$ cat src/rtl/bldcm_pkg.sv
// Shared types and constants for the BLDC gate-drive dead-time stage.
// Command vectors use mask order: bit0=Uh, bit1=Ul, bit2=Vh, bit3=Vl, bit4=Wh, bit5=Wl.
package bldcm_pkg;

  typedef enum logic [1:0] {
    IDLE = 2'd0,
    H_ON = 2'd1,
    L_ON = 2'd2,
    DEAD = 2'd3
  } phase_state_e;

  // Logical per-phase request, {high, low}
  localparam logic [1:0] REQ_OFF     = 2'b00;
  localparam logic [1:0] REQ_LOW     = 2'b01;
  localparam logic [1:0] REQ_HIGH    = 2'b10;
  localparam logic [1:0] REQ_ILLEGAL = 2'b11;

  localparam int U = 2;
  localparam int V = 1;
  localparam int W = 0;

  localparam int unsigned DEAD_MAX = 65535;

  // Extracts the {high, low} request of one phase from a mask-ordered command vector.
  function automatic logic [1:0] phase_req(input logic [5:0] cmd, input int ph);
    int base;
    base = 2 * (U - ph);
    return {cmd[base], cmd[base+1]};
  endfunction

endpackage

$ cat src/rtl/bldcm_deadtime_phase.sv
// One half-bridge leg: hand-over FSM, dead-time down-counter, shoot-through flag
// and registered gate decode (logical polarity).
module bldcm_deadtime_phase
  import bldcm_pkg::*;
#(
  parameter int unsigned DEAD_CYCLES = 50,
  parameter int unsigned CNT_W       = 6
) (
  input  logic       clk,
  input  logic       rst,
  input  logic [1:0] req,
  input  logic       force_off,
  input  logic       stat_clr,
  output logic       gate_h,
  output logic       gate_l,
  output logic       shoot
);

  localparam logic [CNT_W-1:0] RELOAD = CNT_W'(DEAD_CYCLES - 1);

  phase_state_e     state;
  phase_state_e     state_nxt;
  logic [CNT_W-1:0] cnt;
  logic [CNT_W-1:0] cnt_nxt;

  always_comb begin
    // NOTE: every output of this block gets a default first, so no path can infer a latch.
    state_nxt = state;
    cnt_nxt   = cnt;
    case (state)
      IDLE: begin
        if (!force_off) begin
          case (req)
            REQ_HIGH:             state_nxt = H_ON;
            REQ_LOW:              state_nxt = L_ON;
            REQ_OFF, REQ_ILLEGAL: state_nxt = IDLE;
            default:              state_nxt = IDLE;
          endcase
        end
      end
      H_ON: begin
        if (force_off || req != REQ_HIGH) begin
          state_nxt = DEAD;
          cnt_nxt   = RELOAD;
        end
      end
      L_ON: begin
        if (force_off || req != REQ_LOW) begin
          state_nxt = DEAD;
          cnt_nxt   = RELOAD;
        end
      end
      DEAD: begin
        // A running dead window always completes, fault or not
        if (cnt != '0) cnt_nxt = cnt - CNT_W'(1);
        else           state_nxt = IDLE;
      end
      default: state_nxt = IDLE;
    endcase
  end

  // NOTE: sequential state uses non-blocking assignments so all registers update from pre-edge values.
  always_ff @(posedge clk or posedge rst) begin
    if (rst) begin
      state  <= IDLE;
      cnt    <= '0;
      gate_h <= 1'b0;
      gate_l <= 1'b0;
      shoot  <= 1'b0;
    end else begin
      state  <= state_nxt;
      cnt    <= cnt_nxt;
      gate_h <= (state_nxt == H_ON);
      gate_l <= (state_nxt == L_ON);
      // Capturing a shoot-through request wins over a simultaneous clear
      if (req == REQ_ILLEGAL) shoot <= 1'b1;
      else if (stat_clr)      shoot <= 1'b0;
    end
  end

endmodule

$ cat src/rtl/bldcm_deadtime.sv
// Dead-time gate conditioning for a three-phase BLDC bridge.
// Optional macro BLDCM_DEADTIME_FAULT_LATCH_EN makes the fault force-off sticky until iStatClr.
module bldcm_deadtime
  import bldcm_pkg::*;
#(
  parameter int unsigned pDeadCycles = 50,
  // Masks use bit0=Uh ... bit5=Wl; the default inverts the three low-side commands
  parameter logic [5:0]  pInvertIn   = 6'b101010,
  parameter logic [5:0]  pInvertOut  = 6'b000000
) (
  input  logic       iClock,
  input  logic       iReset,
  input  logic       iUh,
  input  logic       iUl,
  input  logic       iVh,
  input  logic       iVl,
  input  logic       iWh,
  input  logic       iWl,
  input  logic       iFault,
  input  logic       iStatClr,
  output logic       oUh,
  output logic       oUl,
  output logic       oVh,
  output logic       oVl,
  output logic       oWh,
  output logic       oWl,
  output logic [2:0] oShootStat,
  output logic       oFaultActive
);

  localparam int unsigned CNT_W = (pDeadCycles < 1) ? 1 : $clog2(pDeadCycles + 1);

  if (pDeadCycles < 1 || pDeadCycles > DEAD_MAX) begin : g_bad_dead_cycles
    $error("bldcm_deadtime: pDeadCycles must lie in 1..65535");
  end

  logic [5:0] raw_cmd;
  logic [5:0] cmd_q;
  logic       fault_q;
  logic       force_off;
  logic [1:0] req    [3];
  logic [2:0] gate_h;
  logic [2:0] gate_l;
  logic [2:0] shoot;

  assign raw_cmd = {iWl, iWh, iVl, iVh, iUl, iUh};

  // Input register holds logical requests; reset value is OFF on every phase
  always_ff @(posedge iClock or posedge iReset) begin
    if (iReset) begin
      cmd_q   <= '0;
      fault_q <= 1'b0;
    end else begin
      cmd_q   <= raw_cmd ^ pInvertIn;
      fault_q <= iFault;
    end
  end

`ifdef BLDCM_DEADTIME_FAULT_LATCH_EN
  logic fault_latch;

  // Sets together with the fault register; clears only once the registered fault is gone
  always_ff @(posedge iClock or posedge iReset) begin
    if (iReset)                    fault_latch <= 1'b0;
    else if (iFault)               fault_latch <= 1'b1;
    else if (iStatClr && !fault_q) fault_latch <= 1'b0;
  end

  assign force_off = fault_latch;
`else
  assign force_off = fault_q;
`endif

  assign oFaultActive = force_off;

  for (genvar p = 0; p < 3; p++) begin : g_phase
    assign req[p] = phase_req(cmd_q, p);

    bldcm_deadtime_phase #(
      .DEAD_CYCLES (pDeadCycles),
      .CNT_W       (CNT_W)
    ) u_phase (
      .clk       (iClock),
      .rst       (iReset),
      .req       (req[p]),
      .force_off (force_off),
      .stat_clr  (iStatClr),
      .gate_h    (gate_h[p]),
      .gate_l    (gate_l[p]),
      .shoot     (shoot[p])
    );
  end

  assign {oWl, oWh, oVl, oVh, oUl, oUh} =
    {gate_l[W], gate_h[W], gate_l[V], gate_h[V], gate_l[U], gate_h[U]} ^ pInvertOut;

  assign oShootStat = {shoot[U], shoot[V], shoot[W]};

endmodule

$ cat config.mk
export PLATFORM = sky130hd
export DESIGN_NAME = bldcm_deadtime
export DESIGN_NICKNAME = d
export VERILOG_FILES = /design/src/rtl/bldcm_pkg.sv /design/src/rtl/bldcm_deadtime_phase.sv /design/src/rtl/bldcm_deadtime.sv
export SDC_FILE = /design/constraint.sdc
export NUM_CORES = 1
export LEC_CHECK = 0
export ABC_CLOCK_PERIOD_IN_PS = 1600
export CAP_MARGIN = 20
export CORE_UTILIZATION = 45
export DETAILED_ROUTE_END_ITERATION = 8
export PLACE_DENSITY = 0.68
export SLEW_MARGIN = 20
export SYNTH_ARGS = -nofsm -noshare
export SYNTH_HDL_FRONTEND = slang
export SYNTH_SLANG_ARGS = --single-unit
$ cat constraint.sdc
create_clock -name iClock -period 1.6 [get_ports iClock]
set_input_delay 0.16 -clock iClock [delete_from_list [all_inputs] [get_ports iClock]]
set_output_delay 0.16 -clock iClock [all_outputs]
set_load 0.05 [all_outputs]
==> results of run 1 <==
## kinds of logic after synthesis
logic type / Yosys count
and+or+nand+nor: 60
AOI/OAI and AO/OA: 57
DFF: 40
buffers and inverters: 26
adders and majority gates: 3
## worst reg2reg max path: stages, from the launching register on
cell	delay (ns)
dfrtp_1	0.39
inv_2	0.08
ha_4	0.14
or4b_4	0.46
buf_4	0.15
o21bai_1	0.25
nor2_1	0.08
o22a_1	0.20
## through the flow
stage	setup slack, ns	total power [µW]
2_1_floorplan	-0.153	2320
3_3_place_gp	-0.178	2670
3_5_place_dp	-0.255	2770
4_1_cts	-0.236	3660
5_1_grt	-0.303	4090
6_report	-0.257	3830
## power by group through the flow
| stage | clock network (µW) | logic, µW | registers (µW) |
|---|---|---|---|
| floorplan | 0 | 794 | 1520 |
| global route | 870 | 1630 | 1590 |
| global placement | 0 | 1140 | 1530 |
| finish | 815 | 1470 | 1540 |
| detailed placement | 0 | 1220 | 1550 |
| CTS | 835 | 1290 | 1530 |
## path summary, 6_finish.rpt
path | endpoint | slack, ns | cells past startpoint | startpoint
max in group asynchronous | oFaultActive$_DFF_PP0_ | 0.94 | 3 | iReset
worst min-delay path | g_phase[0].u_phase.cnt[1]$_DFFE_PP0P_ | 0.14 | 2 | iReset
min in group iClock | oFaultActive$_DFF_PP0_ | 0.30 | 1 | iFault
worst min register to register | g_phase[0].u_phase.gate_h$_DFF_PP0_ | 0.48 | 1 | g_phase[0].u_phase.state[1]$_DFF_PP0_
worst max register to register | g_phase[1].u_phase.cnt[2]$_DFFE_PP0P_ | -0.26 | 7 | g_phase[1].u_phase.cnt[1]$_DFFE_PP0P_
worst max-delay path | g_phase[1].u_phase.cnt[2]$_DFFE_PP0P_ | -0.26 | 7 | g_phase[1].u_phase.cnt[1]$_DFFE_PP0P_
## what timing repair did
item	in CTS	in global routing
pin swaps	4	9
gates cloned	0	0
buffers inserted	4	6
resized for setup	3	14
endpoints found under the hold margin	0	0
endpoints found under the setup margin	11	18
## area by class of cell
| cell class | instances | area (µm²) |
|---|---|---|
| Clock buffer | 6 | 72.6 |
| Clock inverter | 2 | 35.0 |
| Multi-Input combinational cell | 120 | 837 |
| Inverter | 20 | 75.1 |
| Timing Repair Buffer | 46 | 388 |
| Fill cell | 323 | 1530 |
| Sequential cell | 40 | 1000 |
| Tap cell | 50 | 62.6 |
## routing by layer
| layer | wire length [µm] | part of all wire (%) | global-route usage (%) | vias to the layer above |
|---|---|---|---|---|
| li1 | - | - | - | 749 |
| met1 | 1760 | 43 | 22.6 | 743 |
| met2 | 2180 | 53 | 37.9 | 19 |
| met3 | 118 | 2.9 | 5.31 | 7 |
| met4 | 59 | 1.4 | 6.38 | 0 |
| met5 | 0 | 0 | 0 | - |
## sequential cells by signal, summed over array words and instances (netlist names)
| register | flops |
|---|---|
| g_phase.u_phase.shoot | 3 |
| g_phase.u_phase.state | 6 |
| g_phase.u_phase.cnt | 18 |
| oFaultActive | 1 |
| g_phase.u_phase.gate_h | 3 |
| cmd_q | 6 |
| g_phase.u_phase.gate_l | 3 |
## Yosys cell counts, types with 2 or more instances
cell type  instances
a21o_1             4
a21oi_1            5
a22oi_1            3
buf_2              2
buf_4              3
dfrtp_1           40
ha_1               3
inv_1             20
nand2_1           12
nand2b_1           5
nor2_1            11
nor2b_1            3
nor3_1             9
nor3b_1            3
nor4b_1            6
o21a_1             2
o21ai_0           24
o21bai_1           3
o22a_1             2
o2bb2ai_1          3
o31ai_1            2
or3_1              3
==> run summary, run 1 <==
=====================================================================================================
Outcome                                                                                  complete, but fails checks
Violations in the final reports                                                          negative setup slack
Number of enable-type register cells in the synthesized netlist                                     0
Final hold slack                                                                             0.143 ns
Initial Utilization                                                                             46.8%
Number of nets in the synthesized netlist                                                         199
Proportion of synthesized chip area in sequential cells                                         53.4%
Path category of the worst min-delay check                                                   in2async
Number of buffers inserted for hold repair after clock tree synthesis                               0
Pin slew with the least headroom to its limit                                                0.450 ns
Commonest cells after routing, fill and taps aside                                       dfrtp_1 (39), buf_4 (33), o21ai_0 (21), inv_1 (18), nand2_1 (12)
Sequential group share of total power                                                           40.3%
Buf+Inv Stages, Crit Path                                                                           2
HPWL Detailed                                                                                 2860 µm
Sum of negative setup slack                                                                  -1.81 ns
Maximum vdd drop                                                                               708 µV
Combinational power share                                                                       38.4%
Number of violations reported at the end of detailed-routing iteration 0                           71
Area added between synthesis and finish                                                         32.0%
Longest individual stage delay on the worst path                                              0.46 ns
Net count reported at finish                                                                      246
Wire length reported by the detailed router                                                   4130 µm
Final critical-path share of the clock period                                                    116%
Weighted congestion reported at the end of routability-driven placement                         0.768
Post-synthesis share of cell area spent on full adders, half adders and majority gates          2.00%
Number of vias per cell after detailed routing                                                   5.35
Critical setup path kind                                                                      reg2reg
Top-level port count                                                                               20
Internal power of the cells                                                                   2510 µW
Setup violations, final                                                                            11
Final max-slew violation count                                                                      0
Leakage component of the power                                                             0.00115 µW
Maximum achievable frequency                                                                0.539 GHz
Most frequent standard cell in the layout excluding fill and tap cells                        dfrtp_1
Cells after DPL                                                                                   266
Proportion of netlist area held by the largest area contributor                                 53.4%
Die span in y                                                                                 66.5 µm
Number of storage elements in the synthesis netlist                                                40
Antenna violations before repair                                                                    0
Fraction of the mapped netlist area in compound gates                                           20.6%
Dominant cell type by area after synthesis                                                    dfrtp_1
# clock sinks                                                                                      40
Area post-placement                                                                          2230 µm²
Mapped Area                                                                                  1870 µm²
Deepest clock path buffer count                                                                     2
Main area contributors after synthesis                                                   dfrtp_1 (53%), o21ai_0 (6.4%), inv_1 (4.0%)
Worst path cell trace                                                                    inv_2 -> ha_4 -> or4b_4 -> buf_4 -> o21bai_1 -> nor2_1 -> o22a_1
Main combinational cell family by area after synthesis                                   compound AO/OA/AOI/OAI gates
Placeable Area                                                                               4000 µm²
Most used DFF post-synth                                                                      dfrtp_1
Number of buffers added by the clock tree synthesis step                                            5
Tot GR Track Use                                                                                20.4%
Die footprint                                                                                4420 µm²
Number of detailed-routing iterations run before antenna repair                                     4
MaxCap Viol Count                                                                                   0
Worst skew pair latency                                                                       0.30 ns
Number of routed nets with antenna violations                                                       0
Count of antenna diodes in the layout                                                               0
Fraction of synthesized area in multiplexers                                                       0%
Number of standard cells in the final layout excluding fillers                                    284
Setup WS post-layout                                                                        -0.257 ns
Clock-pin slew on the worst setup and hold paths                                              0.08 ns
CTS tree                                                                                        built
Capturing element type of the critical path                                                      flop
Synthesis Warnings                                                                                  0
Syn_area_per_cell                                                                            10.1 µm²
Simple logic cell fraction of the synthesized area                                              18.0%
Setup repair after global routing missed its margin                                               yes
Global-route wire length before repair                                                        6590 µm
Overall overflow remaining after global route                                                       0
Largest net degree at the start of global routing                                                  33
Data arrival time of the critical path                                                        2.04 ns
Die span in x                                                                                 66.5 µm
Hold violation total from the final report                                                          0
Kind of cell with the highest combined delay on the critical path                        simple AND/OR/NAND/NOR gates
Post-route standard cell area excluding fillers                                              2470 µm²
Post-synth ARST share                                                                            100%
IO Port Bufs                                                                                       19
Number of library cell types mapped by synthesis                                                   40
DR WL/cell                                                                                    14.5 µm
Number of placement rows                                                                           23
Vias after detailed routing                                                                     1,518
Slew headroom                                                                                   70.0%
H-tree levels                                                                                       2
Syn Inst Count                                                                                    186
Fraction of layout cells with a size suffix above 1                                             27.8%
Kind of start point of the critical path                                                         flop
Required time at the worst-slack endpoint                                                     1.78 ns
Switching power as a share of total power                                                       34.4%
Residual DRC count                                                                                  0
Max Fanout on Critical Path                                                                         3
Vias in the first global route                                                                  1,472
Power dissipated by switching net loads                                                       1320 µW
Final core area utilization                                                                     61.8%
Cell chosen for the clock root                                                               clkbuf_8
Xor and xnor area share after synthesis                                                            0%
Post-route minimum period                                                                     1.86 ns
Fin Clk Skew                                                                                0.0109 ns
Clock network power share                                                                       21.3%
Crit path max-delay cell type                                                                  or4b_4
PD cells                                                                                  1550 nW/µm²
=====================================================================================================
(Power assumes the default switching activity.)
==> run 2, diff against run 1 <==
SYNTH_HIERARCHICAL = 1   (was unset)
==> run summary, run 2 <==
=======================================================================================
Dominant cell type by area after synthesis                                      dfrtp_1
Syn_area_per_cell                                                              10.3 µm²
Weighted congestion reported at the end of routability-driven placement           0.848
Hold violation total from the final report                                            0
Main area contributors after synthesis                                     dfrtp_1 (50%), nor4b_2 (4.5%), ha_1 (3.8%)
Mapped Area                                                                    2000 µm²
Proportion of netlist area held by the largest area contributor                   50.2%
Number of buffers inserted for hold repair after clock tree synthesis                 0
Number of placement rows                                                             23
Worst skew pair latency                                                         0.29 ns
Worst r2r dst                                                              g_phase[2].u_phase/cnt[5]$_DFFE_PP0P_
IO Port Bufs                                                                         19
Area added between synthesis and finish                                           20.1%
Top register by number of flip-flops                                       g_phase.u_phase/cnt
Slew headroom                                                                     69.9%
H-tree levels                                                                         2
Number of buffers added by the clock tree synthesis step                              5
Data arrival time of the critical path                                          1.69 ns
Critical setup path kind                                                        reg2reg
Setup violations, final                                                               0
Most frequent cell after synthesis                                              dfrtp_1
Number of flip-flops in the largest register                                         18
Number of detailed-routing iterations run before antenna repair                       4
Kind of start point of the critical path                                           flop
Setup WS post-layout                                                          0.0881 ns
Die footprint                                                                  4710 µm²
Leakage component of the power                                               0.00109 µW
Vias after detailed routing                                                       1,527
CTS tree                                                                          built
Worst reg-to-reg path cell count                                                      4
Post-synth ARST share                                                              100%
Synthesis Warnings                                                                    6
Number of storage elements in the synthesis netlist                                  40
Largest net degree at the start of global routing                                    17
Number of library cell types mapped by synthesis                                     24
Residual DRC count                                                                    0
Final max-slew violation count                                                        0
Biggest regs                                                               g_phase.u_phase/cnt (18), cmd_q (6), g_phase.u_phase/state (6)
Proportion of synthesized chip area in sequential cells                           50.2%
Post-place setup slack                                                      0.000437 ns
Net count reported at finish                                                        239
Maximum achievable frequency                                                  0.661 GHz
# Post-CTS Setup Buffers                                                              0
Most frequent standard cell in the layout excluding fill and tap cells          dfrtp_1
Final core area utilization                                                       58.2%
Max Fanout on Critical Path                                                           4
Outcome                                                                    finished, final reports clean
MaxCap Viol Count                                                                     0
Fraction of layout cells with a size suffix above 1                               18.3%
Capturing element type of the critical path                                        flop
Initial Utilization                                                               48.5%
Source of the worst register-to-register timing path                       g_phase[2].u_phase/cnt[0]$_DFFE_PP0P_
Number of filler instances in the final layout                                      346
Maximum vdd drop                                                                 908 µV
Path category of the worst min-delay check                                     in2async
Clock-pin slew on the worst setup and hold paths                                0.07 ns
# resized after CTS                                                                   2
Most instantiated cells after synthesis                                    dfrtp_1 (40), inv_1 (19), nand2_1 (15), nor2_1 (15)
PD cells                                                                    1560 nW/µm²
Number of vias per cell after detailed routing                                     5.57
Number of routed nets with antenna violations                                         0
Post-route minimum period                                                       1.51 ns
Vias in the first global route                                                    1,520
Placeable Area                                                                 4120 µm²
Count of antenna diodes in the layout                                                 0
Syn Inst Count                                                                      194
Number of violations reported at the end of detailed-routing iteration 0             79
Fin Clk Skew                                                                 0.00399 ns
Sum of negative setup slack                                                        0 ns
Wire length reported by the detailed router                                     3960 µm
Global-route wire length before repair                                          6710 µm
Overall overflow remaining after global route                                         0
Die span in x                                                                   68.6 µm
Final critical-path share of the clock period                                     94.5%
Commonest cells after routing, fill and taps aside                         dfrtp_1 (39), inv_1 (19), nor2_1 (15), nand2_1 (15), buf_4 (12)
# clock sinks                                                                        40
Die span in y                                                                   68.6 µm
Most used DFF post-synth                                                        dfrtp_1
Number of standard cells in the final layout excluding fillers                      274
Cell chosen for the clock root                                                 clkbuf_8
DR WL/cell                                                                      14.4 µm
Number of nets in the synthesized netlist                                           210
Deepest clock path buffer count                                                       2
Antenna violations before repair                                                      0
Setup slack of the worst register-to-register path                              0.09 ns
Tot GR Track Use                                                                  19.5%
Pin slew with the least headroom to its limit                                  0.451 ns
Top-level port count                                                                 20
Required time at the worst-slack endpoint                                       1.77 ns
Number of enable-type register cells in the synthesized netlist                       0
HPWL Detailed                                                                   2900 µm
Cells after DPL                                                                     266
=======================================================================================
==> run 2: cell count changes after synthesis, sizes merged, moves of 4 or more <==
cell | previous run | this run
and2 | 2 | 6
nor2 | 11 | 15
a21oi | 5 | 9
a22o | 0 | 6
nand3 | 1 | 6
buf | 5 | 0
or3 | 4 | 0
o21ai | 24 | 18
==> run 2: power breakdown <==
part	switching, µW	leakage, µW	internal (µW)
Clock	316	0.0000455	351
Sequential	342	0.000466	1290
Combinational	715	0.000581	707
Total	1370	0.00109	2350
==> run 2: cells by family after synthesis <==
family	Yosys count	share of synthesized area, %
fa+ha+maj	6	3.76
compound gates	51	16.0
buf+inv	19	3.57
simple gates	78	26.5
flops	40	50.2
==> run 2: per-stage QoR <==
stage	hold slack, ns	power, µW	cell area, µm²
2_1_floorplan	-0.0367	2580	2000
3_3_place_gp	0.492	2860	2260
3_5_place_dp	0.500	2960	2260
4_1_cts	0.210	3650	2360
5_1_grt	0.235	4010	2400
6_report	0.219	3730	2400
==> run 2: per-layer routing <==
metal  share of wire [%]  track usage, %
met5                   0               0
met4                 1.2            6.51
met3                 4.4            5.43
met2                  47            31.1
met1                  48            25.6
==> run 2: area by class of cell <==
| class | count | area [µm²] | share of cell area (%) |
|---|---|---|---|
| flip-flops and latches | 40 | 1000 | 41.8 |
| multi-input cells | 135 | 970 | 40.5 |
| repair buffers | 22 | 200 | 8.36 |
| clock buffers | 8 | 90.1 | 3.76 |
| inverters | 19 | 71.3 | 2.98 |
| well taps | 50 | 62.6 | 2.61 |
==> run 2: worst max-delay path by stage <==
stage / end / start / slack, ns
2_1_floorplan: g_phase[0].u_phase/cnt[0]$_DFFE_PP0P_ / g_phase[0].u_phase/cnt[0]$_DFFE_PP0P_ / 0.16
3_3_place_gp: g_phase[1].u_phase/cnt[0]$_DFFE_PP0P_ / g_phase[1].u_phase/cnt[1]$_DFFE_PP0P_ / 0.06
3_5_place_dp: g_phase[2].u_phase/cnt[0]$_DFFE_PP0P_ / g_phase[2].u_phase/cnt[1]$_DFFE_PP0P_ / 0.0004
4_1_cts: g_phase[1].u_phase/cnt[0]$_DFFE_PP0P_ / g_phase[1].u_phase/cnt[1]$_DFFE_PP0P_ / 0.001
5_1_grt: g_phase[1].u_phase/cnt[0]$_DFFE_PP0P_ / g_phase[1].u_phase/cnt[1]$_DFFE_PP0P_ / -0.01
6_report: g_phase[2].u_phase/cnt[5]$_DFFE_PP0P_ / g_phase[2].u_phase/cnt[0]$_DFFE_PP0P_ / 0.09
==> run 2: worst max-delay path, stage by stage, from the launching register on <==
cell     delay, ns
dfrtp_1       0.39
buf_4         0.15
or4_4         0.55
o31ai_1       0.24
nand2_1       0.08
==> RTL edit, RTL diff (config.mk and constraints of run 2) <==
Encoding of `phase_state_e`: now Gray code (2 bits for 4 states).
--- a/src/rtl/bldcm_pkg.sv
+++ b/src/rtl/bldcm_pkg.sv
@@ -5,6 +5,6 @@
   typedef enum logic [1:0] {
-    IDLE = 2'd0,
-    H_ON = 2'd1,
-    L_ON = 2'd2,
-    DEAD = 2'd3
+    IDLE = 2'b00,
+    H_ON = 2'b01,
+    L_ON = 2'b11,
+    DEAD = 2'b10
   } phase_state_e;
Function: no difference found for any inputs over 10 cycles, from zero or initial values and one cycle with iReset high; not proved beyond that.
==> RTL edit against run 2 <==
Core utilization down 1.8 points; final area grew 11%; total power up 11%; die area rose by 10%; sequential cell count is the same; hold slack worse by 8.8 ps; wire length rose by 2.1%; worst setup slack got worse by 24 ps; clock power rose by 19%; area after synthesis increased by 10%; global-route usage is 2.0 points lower; clock skew rose by 3.4 ps; highest routed layer unchanged.
==> RTL edit: results (changes against run 2) <==
Finish
  – Nets: 290 (+21%)
  – Multi-input logic area: 1050 µm² (+8.4%)
  – Sequential share of cell area: 37.7% (-4.2 points)
  – Buffers excl. clock: 34 (+55%)
  – Share of layout cells above drive strength 1: 15.2% (-3.1 points)
  – Multi-Input Combinational: 147 (+8.9%)
  – Non-clk buf share: 10.9% (+2.5 points)
  – Clock buf/inv share: 4.04% (+0.28 points)
  – Signal inverters: 34 (+15)
  – N_diodes: 0 (unchanged)
  – Fill cells: 414 (+20%)
  – CLK BUF: 6 (-2)

STA
  – Final Skew: 7.35 ps (+3.37 ps)
  – Fin crit share: 96.0% (+1.5 points)
  – Final hold slack: 210 ps (-8.80 ps)
  – Slew @ Worst Pin: 490 ps (+38.9 ps)
  – Sum Neg Setup Slack: 0 ps (unchanged)

Power and ir drop
  – PnR Total Power: 4130 µW (+11%)
  – Leak: 0.00129 µW (+18%)
  – Worst VDD drop: 0.808 mV (-11%)
  – P per Cell Area: 1550 nW/µm² (-0.42%)
  – P_comb: 1710 µW (+20%)
  – Clk pwr share: 19.2% (+1.3 points)
  – Int Power: 2650 µW (+12%)

Run status
  – Status: complete, no violations

Worst setup path
  – Reg2reg start: g_phase[0].u_phase/cnt[0]
  – Reg2Reg Setup Slack: 60 ps (-20 ps)
  – R2R cell count: 3 (-1)
  – CP Launch Type: register
  – Crit path to: g_phase[0].u_phase/cnt[5]
  – Worst-path fanout max: 5 (+1)

Global route
  – Global-route usage over all layers: 17.5% (-2.0 points)
  – Largest net degree at the start of global routing: 14 (-3)
  – First-pass GRT wire length: 7010 µm (+4.5%)
  – Vias in the first global route: 1,602 (+5.4%)

Placement
  – DP Wirelength: 3030 µm (+4.3%)
  – Dpl ws: 66.4 ps (+66.0 ps)
  – GPL Wtd Cong: 0.754 (-11%)
  – DP Area: 2530 µm² (+12%)
  – Cell count after placement: 320 (+20%)

Clock tree
  – CTS resizes: 0 (-2)
  – Worst-Skew Late Latency: 290 ps (about the same)
  – Clock slew at reported path FFs: roughly 80 ps

Synth
  – Syn nets: 255 (+21%)
  – Count of cell types in the netlist: 29 (+21%)
  – Post-Syn Instances: 227 (+17%)
  – Mapped Area: 2200 µm² (+10%)
  – Sequential area share after synthesis: 45.5% (-4.7 points)
  – Area contributors post-synth: dfrtp_1 45%, ha_1 10%, inv_1 5.8%, a21o_1 3.8%, nor2b_1 3.4%
  – Synth warnings: 6 (unchanged)
  – Fraction of registers with async set/reset: 100% (unchanged)
  – Top cells by count, synth: 40 x dfrtp_1, 34 x inv_1, 18 x ha_1

Route
  – Iter 0 DRT Violations: 71 (-10%)
  – Routed Wire Length: 4040 µm (+2.1%)
  – DR vias: 1,661 (+8.8%)
  – DR vias/cell: 5.03 (-9.7%)

Min path
  – Worst min path class: in2async
## RTL edit: changes by cell type after synthesis, sizes merged, moves of 9 or more
cell / delta
inv: +15
ha: +12
nor2b: +12
nor2: -9
o21ai: -9
o22ai: +9
## RTL edit: worst max-delay path, cell delays in order (launching register included)
cell     delay [ps]
dfrtp_1         420
or4b_4          570
or4_1           410
nand3_1          90
## RTL edit: per-layer routing
layer,GRT usage [%],wire (µm)
met1,21.6,1930
met2,30.1,1930
met3,4.03,122
met4,6.54,65
met5,0,0
## RTL edit: kinds of logic (layout without fill, tap and decap cells)
group	after synthesis	in the layout	share of synthesized area, %
muxes	3	3	1.36
adders and majority gates	18	18	10.2
buffers and inverters	40	76	7.16
AOI/OAI and AO/OA	60	60	17.8
and+or+nand+nor	66	66	18.0
DFF	40	40	45.5
